--- src/rtl/alu_pkg.sv ---
// Shared types and widths for the sequential ALU command path.
package alu_pkg;

    localparam int DATA_W = 4;
    localparam int FUNC_W = 3;
    localparam int RES_W  = 8;

    typedef enum logic [FUNC_W-1:0] {
        FUNC_ADD  = 3'd0,
        FUNC_MUL  = 3'd1,
        FUNC_SHL  = 3'd2,
        FUNC_HOLD = 3'd3
    } alu_func_e;

    typedef struct packed {
        logic              clr;
        logic [FUNC_W-1:0] func;
        logic [DATA_W-1:0] data;
    } alu_cmd_t;

    typedef enum logic [1:0] {
        SEQ_IDLE    = 2'd0,
        SEQ_ISSUE   = 2'd1,
        SEQ_CAPTURE = 2'd2,
        SEQ_RESULT  = 2'd3
    } seq_state_e;

    // A clear entry must not also apply an operation, so it is issued as HOLD.
    function automatic logic [FUNC_W-1:0] issue_func(input alu_cmd_t cmd);
        return cmd.clr ? FUNC_HOLD : cmd.func;
    endfunction

endpackage

--- src/rtl/alu_cmd_fifo.sv ---
// Synchronous FIFO of ALU commands; pointers wrap naturally since DEPTH is a power of two.
module alu_cmd_fifo
    import alu_pkg::*;
#(
    parameter int DEPTH = 4
) (
    input  logic                       clk,
    input  logic                       rst_n,
    input  logic                       push,
    input  alu_cmd_t                   wr_data,
    input  logic                       pop,
    output alu_cmd_t                   rd_data,
    output logic                       full,
    output logic                       empty,
    output logic [$clog2(DEPTH+1)-1:0] count
);

    localparam int PTR_W = $clog2(DEPTH);
    localparam int CNT_W = $clog2(DEPTH+1);

    alu_cmd_t           mem_r [DEPTH];
    logic [PTR_W-1:0]   wr_ptr_r;
    logic [PTR_W-1:0]   rd_ptr_r;
    logic [CNT_W-1:0]   count_r;
    logic               wr_en_s;
    logic               rd_en_s;

    assign full    = (count_r == CNT_W'(DEPTH));
    assign empty   = (count_r == {CNT_W{1'b0}});
    assign count   = count_r;
    assign rd_data = mem_r[rd_ptr_r];
    assign wr_en_s = push && !full;
    assign rd_en_s = pop && !empty;

    // Storage, pointers and occupancy; simultaneous push and pop leave count unchanged.
    always_ff @(posedge clk) begin
        if (!rst_n) begin
            wr_ptr_r <= {PTR_W{1'b0}};
            rd_ptr_r <= {PTR_W{1'b0}};
            count_r  <= {CNT_W{1'b0}};
            for (int i = 0; i < DEPTH; i++) begin
                mem_r[i] <= '0;
            end
        end else begin
            if (wr_en_s) begin
                mem_r[wr_ptr_r] <= wr_data;
                wr_ptr_r        <= wr_ptr_r + PTR_W'(1);
            end
            if (rd_en_s) begin
                rd_ptr_r <= rd_ptr_r + PTR_W'(1);
            end
            case ({wr_en_s, rd_en_s})
                2'b10:   count_r <= count_r + CNT_W'(1);
                2'b01:   count_r <= count_r - CNT_W'(1);
                default: count_r <= count_r;
            endcase
        end
    end

endmodule

--- src/rtl/alu_cmd_sequencer.sv ---
// Queues ALU commands, drives the sequential ALU one op at a time and
// returns each captured ALU register value over a valid/ready port.
module alu_cmd_sequencer
    import alu_pkg::*;
#(
    parameter int DEPTH = 4
) (
    input  logic              Clock,
    input  logic              Reset_b,
    input  logic              cmd_valid,
    output logic              cmd_ready,
    input  logic [DATA_W-1:0] cmd_data,
    input  logic [FUNC_W-1:0] cmd_func,
    input  logic              cmd_clr,
    output logic [DATA_W-1:0] alu_data,
    output logic [FUNC_W-1:0] alu_func,
    output logic              alu_clr_b,
    input  logic [RES_W-1:0]  alu_result,
    output logic              res_valid,
    input  logic              res_ready,
    output logic [RES_W-1:0]  res_data,
    output logic              busy
);

    localparam int CNT_W = $clog2(DEPTH+1);

    localparam logic [1:0] ST_IDLE    = SEQ_IDLE;
    localparam logic [1:0] ST_ISSUE   = SEQ_ISSUE;
    localparam logic [1:0] ST_CAPTURE = SEQ_CAPTURE;
    localparam logic [1:0] ST_RESULT  = SEQ_RESULT;

    alu_cmd_t           cmd_in_s;
    alu_cmd_t           head_s;
    logic               push_s;
    logic               pop_s;
    logic               full_s;
    logic               empty_s;
    logic [CNT_W-1:0]   count_s;
    logic [1:0]         state_r;
    logic [1:0]         next_state_s;
    logic [DATA_W-1:0]  alu_data_r;
    logic [FUNC_W-1:0]  alu_func_r;
    logic               alu_clr_b_r;
    logic               res_valid_r;
    logic [RES_W-1:0]   res_data_r;

    assign cmd_in_s  = '{clr: cmd_clr, func: cmd_func, data: cmd_data};
    assign cmd_ready = (count_s != CNT_W'(DEPTH));
    assign push_s    = cmd_valid && !full_s;
    assign busy      = !empty_s || (state_r != ST_IDLE);
    assign alu_data  = alu_data_r;
    assign alu_func  = alu_func_r;
    assign alu_clr_b = alu_clr_b_r;
    assign res_valid = res_valid_r;
    assign res_data  = res_data_r;

    alu_cmd_fifo #(
        .DEPTH (DEPTH)
    ) u_fifo (
        .clk     (Clock),
        .rst_n   (Reset_b),
        .push    (push_s),
        .wr_data (cmd_in_s),
        .pop     (pop_s),
        .rd_data (head_s),
        .full    (full_s),
        .empty   (empty_s),
        .count   (count_s)
    );

    // Next-state and pop decision; RESULT chains straight into ISSUE when work is queued.
    always_comb begin
        pop_s        = 1'b0;
        next_state_s = state_r;
        case (state_r)
            ST_IDLE: begin
                if (!empty_s) begin
                    pop_s        = 1'b1;
                    next_state_s = ST_ISSUE;
                end else begin
                    next_state_s = ST_IDLE;
                end
            end
            ST_ISSUE:   next_state_s = ST_CAPTURE;
            ST_CAPTURE: next_state_s = ST_RESULT;
            ST_RESULT: begin
                if (res_valid_r && res_ready) begin
                    if (!empty_s) begin
                        pop_s        = 1'b1;
                        next_state_s = ST_ISSUE;
                    end else begin
                        next_state_s = ST_IDLE;
                    end
                end else begin
                    next_state_s = ST_RESULT;
                end
            end
            default: next_state_s = ST_IDLE;
        endcase
    end

    // FSM state, ALU drive registers and result register.
    always_ff @(posedge Clock) begin
        if (!Reset_b) begin
            state_r     <= ST_IDLE;
            alu_data_r  <= {DATA_W{1'b0}};
            alu_func_r  <= FUNC_HOLD;
            alu_clr_b_r <= 1'b1;
            res_valid_r <= 1'b0;
            res_data_r  <= {RES_W{1'b0}};
        end else begin
            state_r <= next_state_s;
            // ALU stimulus is non-HOLD only for the single ISSUE cycle after a pop.
            if (pop_s) begin
                alu_data_r  <= head_s.clr ? {DATA_W{1'b0}} : head_s.data;
                alu_func_r  <= issue_func(head_s);
                alu_clr_b_r <= ~head_s.clr;
            end else begin
                alu_func_r  <= FUNC_HOLD;
                alu_clr_b_r <= 1'b1;
            end
            if (state_r == ST_CAPTURE) begin
                res_data_r  <= alu_result;
                res_valid_r <= 1'b1;
            end else if (res_valid_r && res_ready) begin
                res_valid_r <= 1'b0;
            end else begin
                res_valid_r <= res_valid_r;
            end
        end
    end

endmodule
--- config.mk ---
export PLATFORM = sky130hd
export DESIGN_NAME = alu_cmd_sequencer
export DESIGN_NICKNAME = d
export VERILOG_FILES = /design/src/rtl/alu_pkg.sv /design/src/rtl/alu_cmd_fifo.sv /design/src/rtl/alu_cmd_sequencer.sv
export SDC_FILE = /design/constraint.sdc
export NUM_CORES = 1
export LEC_CHECK = 0
export CORE_ASPECT_RATIO = 1.4
export CORE_MARGIN = 1.5
export CORE_UTILIZATION = 50
export DETAILED_ROUTE_END_ITERATION = 10
export GPL_TIMING_DRIVEN = 0
export PLACE_DENSITY = 0.78
export SLEW_MARGIN = 20
export SYNTH_ARGS = -nofsm -noshare
export SYNTH_HDL_FRONTEND = slang
export SYNTH_HIERARCHICAL = 1
export SYNTH_SLANG_ARGS = --single-unit
export TNS_END_PERCENT = 10
--- constraint.sdc ---
create_clock -name Clock -period 7.9 [get_ports Clock]
set_input_delay 1.185 -clock Clock [delete_from_list [all_inputs] [get_ports Clock]]
set_output_delay 1.185 -clock Clock [all_outputs]
set_load 0.03 [all_outputs]
==> metrics.cfg <==
[setup_path]
crit_slowest_cell=clkdlybuf4s50_1
crit_path_end_kind=flip-flop
criticalPathCategory=input port to flip-flop
crit_arrival_ns=3.87
worstPathCellList=clkdlybuf4s50_1 -> a31oi_1 -> nor2_1 -> nor2b_1 -> ha_1 -> inv_1 -> fa_1 -> xor2_1 -> or3_1 -> a21boi_0
worst-endpoint-required_ns=8.16
crit_path_start_kind=input port
critPathMaxFanout=10
critPathMaxStageDelay_ns=0.50

[die]
rows=31
core_um2=5120
die_outline_area_um2=5710
io_pins=39
floorplan.initialDensity=0.513
fp.dieH_um=88.8
dieWidth_um=64.3

[place]
dpl_worst_slack_ns=4.02
io_buffer_count=38
place.gp.congestion=0.776
dp_hpwl_um=3350

[route]
drt_first_pass_iters=4
drt_first_iter_violations=94
vias=1716
drc=0
detail-route-antenna-nets=0
wl_per_cell_um=14.7
drt-vias-per-instance=5.22
total_wirelength_of_the_detailed_routed_design_um=4830

[run]
timing.max_cap.violations=0

[final_layout]
area_delta_synth_final_pct=25.2
drive_gt1_frac=0.133
antennaDiodeCount=0
layout_nets=284
fillers=414

[sta]
tightest_pin_transition_ns=0.869
final.setup.worst_slack_ns=4.29
rsz_0062_raised_after_global_routing=no
hold_viol_final=0
fin_skew_ns=0.00497
period_minus_slack_ns=3.61
slew_viol_final=0
timing.fmax_mhz=277
setup_viol_count_final=0
timing.final.crit_share=0.457
finalSetupTns_ns=0
max-slew-margin-rel=0.417

[power_and_ir_drop]
power.ir.vdd_worst_mv=0.132
power_leakage_nw=1.22
power_density_nw_per_um2=316

[clock_tree]
clock_tree.root_cell=clkbuf_8
insertion_delay_ns=0.33
tritoncts=built
clkTransAtPathRegs_ns=0.07
cts_buffers=9
cts_resized=0
cts.hold.buffers_added=0
post_cts.repair.setup_buffers=0
clk_path_buf_depth=2
cts_num_sinks=60
clock_tree.htree_level_count=3

[synth]
synthesis.yosys.warnings=6
mappedNetlistArea_um2=2630
post_synth_num_cell_types=45
postSynthAreaPerCell_um2=12.6
synth_seq_area_share=0.579
postSynthCellCount=209
synth_nets=235
synth-seq-cells=60

[status]
run_status=finished clean

[global_routing]
grt_pass1_vias=1655
grt_pass1_wl_um=7580
grt_antenna_before_repair=0
gr-total-overflow=0
grt_max_degree=12
global_route.usage.total=0.186

[min_path]
timing.hold.worst.class=flip-flop to flip-flop

## metrics by stage
| step | total power [mW] | cell area [um2] | std cells | hold WS, ns | utilization |
|---|---|---|---|---|---|
| detailed placement | 0.784 | 3100 | 313 | 0.467 | 0.606 |
| global route | 1.10 | 3290 | 329 | 0.498 | 0.643 |
| floorplan | 0.671 | 2630 | 209 | 0.461 | - |
| global placement | 0.771 | 3090 | 313 | 0.455 | 0.604 |
| finish | 1.04 | 3290 | 329 | 0.474 | 0.643 |
| CTS | 1.05 | 3290 | 329 | 0.474 | 0.643 |
## path summary, 6_finish.rpt
| check | start | end | slack, ns | depth (start not counted) |
|---|---|---|---|---|
| worst max-delay path | res_ready | u_fifo/count[2] | 4.29 | 10 |
| worst min-delay path | alu_data[2] | alu_data[2] | 0.47 | 2 |
| worst max register to register | state_r[1] | u_fifo/count[2] | 4.90 | 12 |
| worst min register to register | alu_data[2] | alu_data[2] | 0.47 | 2 |
## worst max-delay path: cells and delay by family
kind                     cells  cell delay (ns)
AND/OR/NAND/NOR              3             0.90
XOR/XNOR                     1             0.17
adder cells (fa/ha/maj)      2             0.62
buffers and inverters        2             0.56
AO/OA/AOI/OAI                2             0.42
## synthesized netlist by cell type (all sizes together)
cell	n	share of area
o31ai	2	0.0057
nand3b	3	0.0086
nor2b	2	0.0048
buf	5	0.011
xnor2	1	0.0033
nor4bb	1	0.0095
inv	9	0.013
mux4	8	0.069
ha	5	0.024
dfxtp	28	0.21
mux2i	8	0.030
o21bai	2	0.0057
nand4b	1	0.0033
nor3	3	0.0057
or3b	1	0.0043
or4bb	1	0.0043
and2	28	0.068
nand4	1	0.0024
a21oi	6	0.011
nor2	12	0.017
and3	8	0.019
or4b	1	0.0038
clkbuf	3	0.0048
or3	2	0.0048
nor4b	1	0.0090
and4	1	0.0033
nand2b	4	0.0095
fa	1	0.0076
a31oi	1	0.0024
edfxtp	32	0.37
xor2	1	0.0033
o211ai	1	0.0029
a211oi	1	0.0029
nand2	8	0.011
a21boi	3	0.0086
nand3	1	0.0019
or2	1	0.0024
o21ai	11	0.021
nor4	1	0.0024
## logic make-up after synthesis
logic type | count (synthesis) | synth area share
AOI/OAI and AO/OA | 27 | 0.0604
xor gates and xnor gates | 2 | 0.00666
adders and majority gates | 6 | 0.0314
buffers and inverters | 17 | 0.0286
DFF | 60 | 0.579
muxes | 16 | 0.0990
and+or+nand+nor | 81 | 0.195
## per-layer routing
metal  GRT usage  wire length [um]  vias to the layer above
met5           0                 0                        -
met4       0.103               123                        0
met3      0.0623               234                       11
met2       0.344              2560                       43
met1       0.181              1920                      814
li1            -                 -                      848
## state kept, by name, indices dropped and copies added (netlist names), named ones only
signal           flops
alu_clr_b            1
res_valid            1
alu_data             4
alu_func             3
res_data             8
u_fifo/wr_ptr_r      2
state_r              2
u_fifo/mem_r        32
u_fifo/count         3
u_fifo/rd_ptr_r      2
## layout make-up
class | count | area (um2) | area share
timing repair buffer | 38 | 380 | 0.116
clock buffer | 9 | 124 | 0.0376
clock inverter | 7 | 66.3 | 0.0201
tap | 66 | 82.6 | 0.0251
inverter | 9 | 33.8 | 0.0103
sequential | 60 | 1520 | 0.462
multi-input combinational | 132 | 1040 | 0.317
buffer | 8 | 41.3 | 0.0125
## cells in the final DEF, fill, tap and decap left out, drive strengths merged, types with 2 or more instances in the layout
master	synthesis	layout
o21bai	2	2
mux4	8	8
and3	8	8
or3	2	2
clkbuf	3	12
inv	9	10
and2	28	28
nor2	12	12
ha	5	5
clkinv	0	3
dfxtp	28	28
o21ai	11	11
edfxtp	32	32
clkinvlp	0	2
nor2b	2	2
mux2i	8	8
nor3	3	3
a21boi	3	3
nand3b	3	3
o31ai	2	2
nand2	8	8
nand2b	4	4
a21oi	6	6
buf	5	5
clkdlybuf4s50	0	38
## report_power, final
part / switching (mW) / internal, mW
clock: 0.121 / 0.144
sequential: 0.0283 / 0.390
combinational: 0.198 / 0.160
total: 0.347 / 0.694
Note: power is estimated with default switching activity, not from simulation.
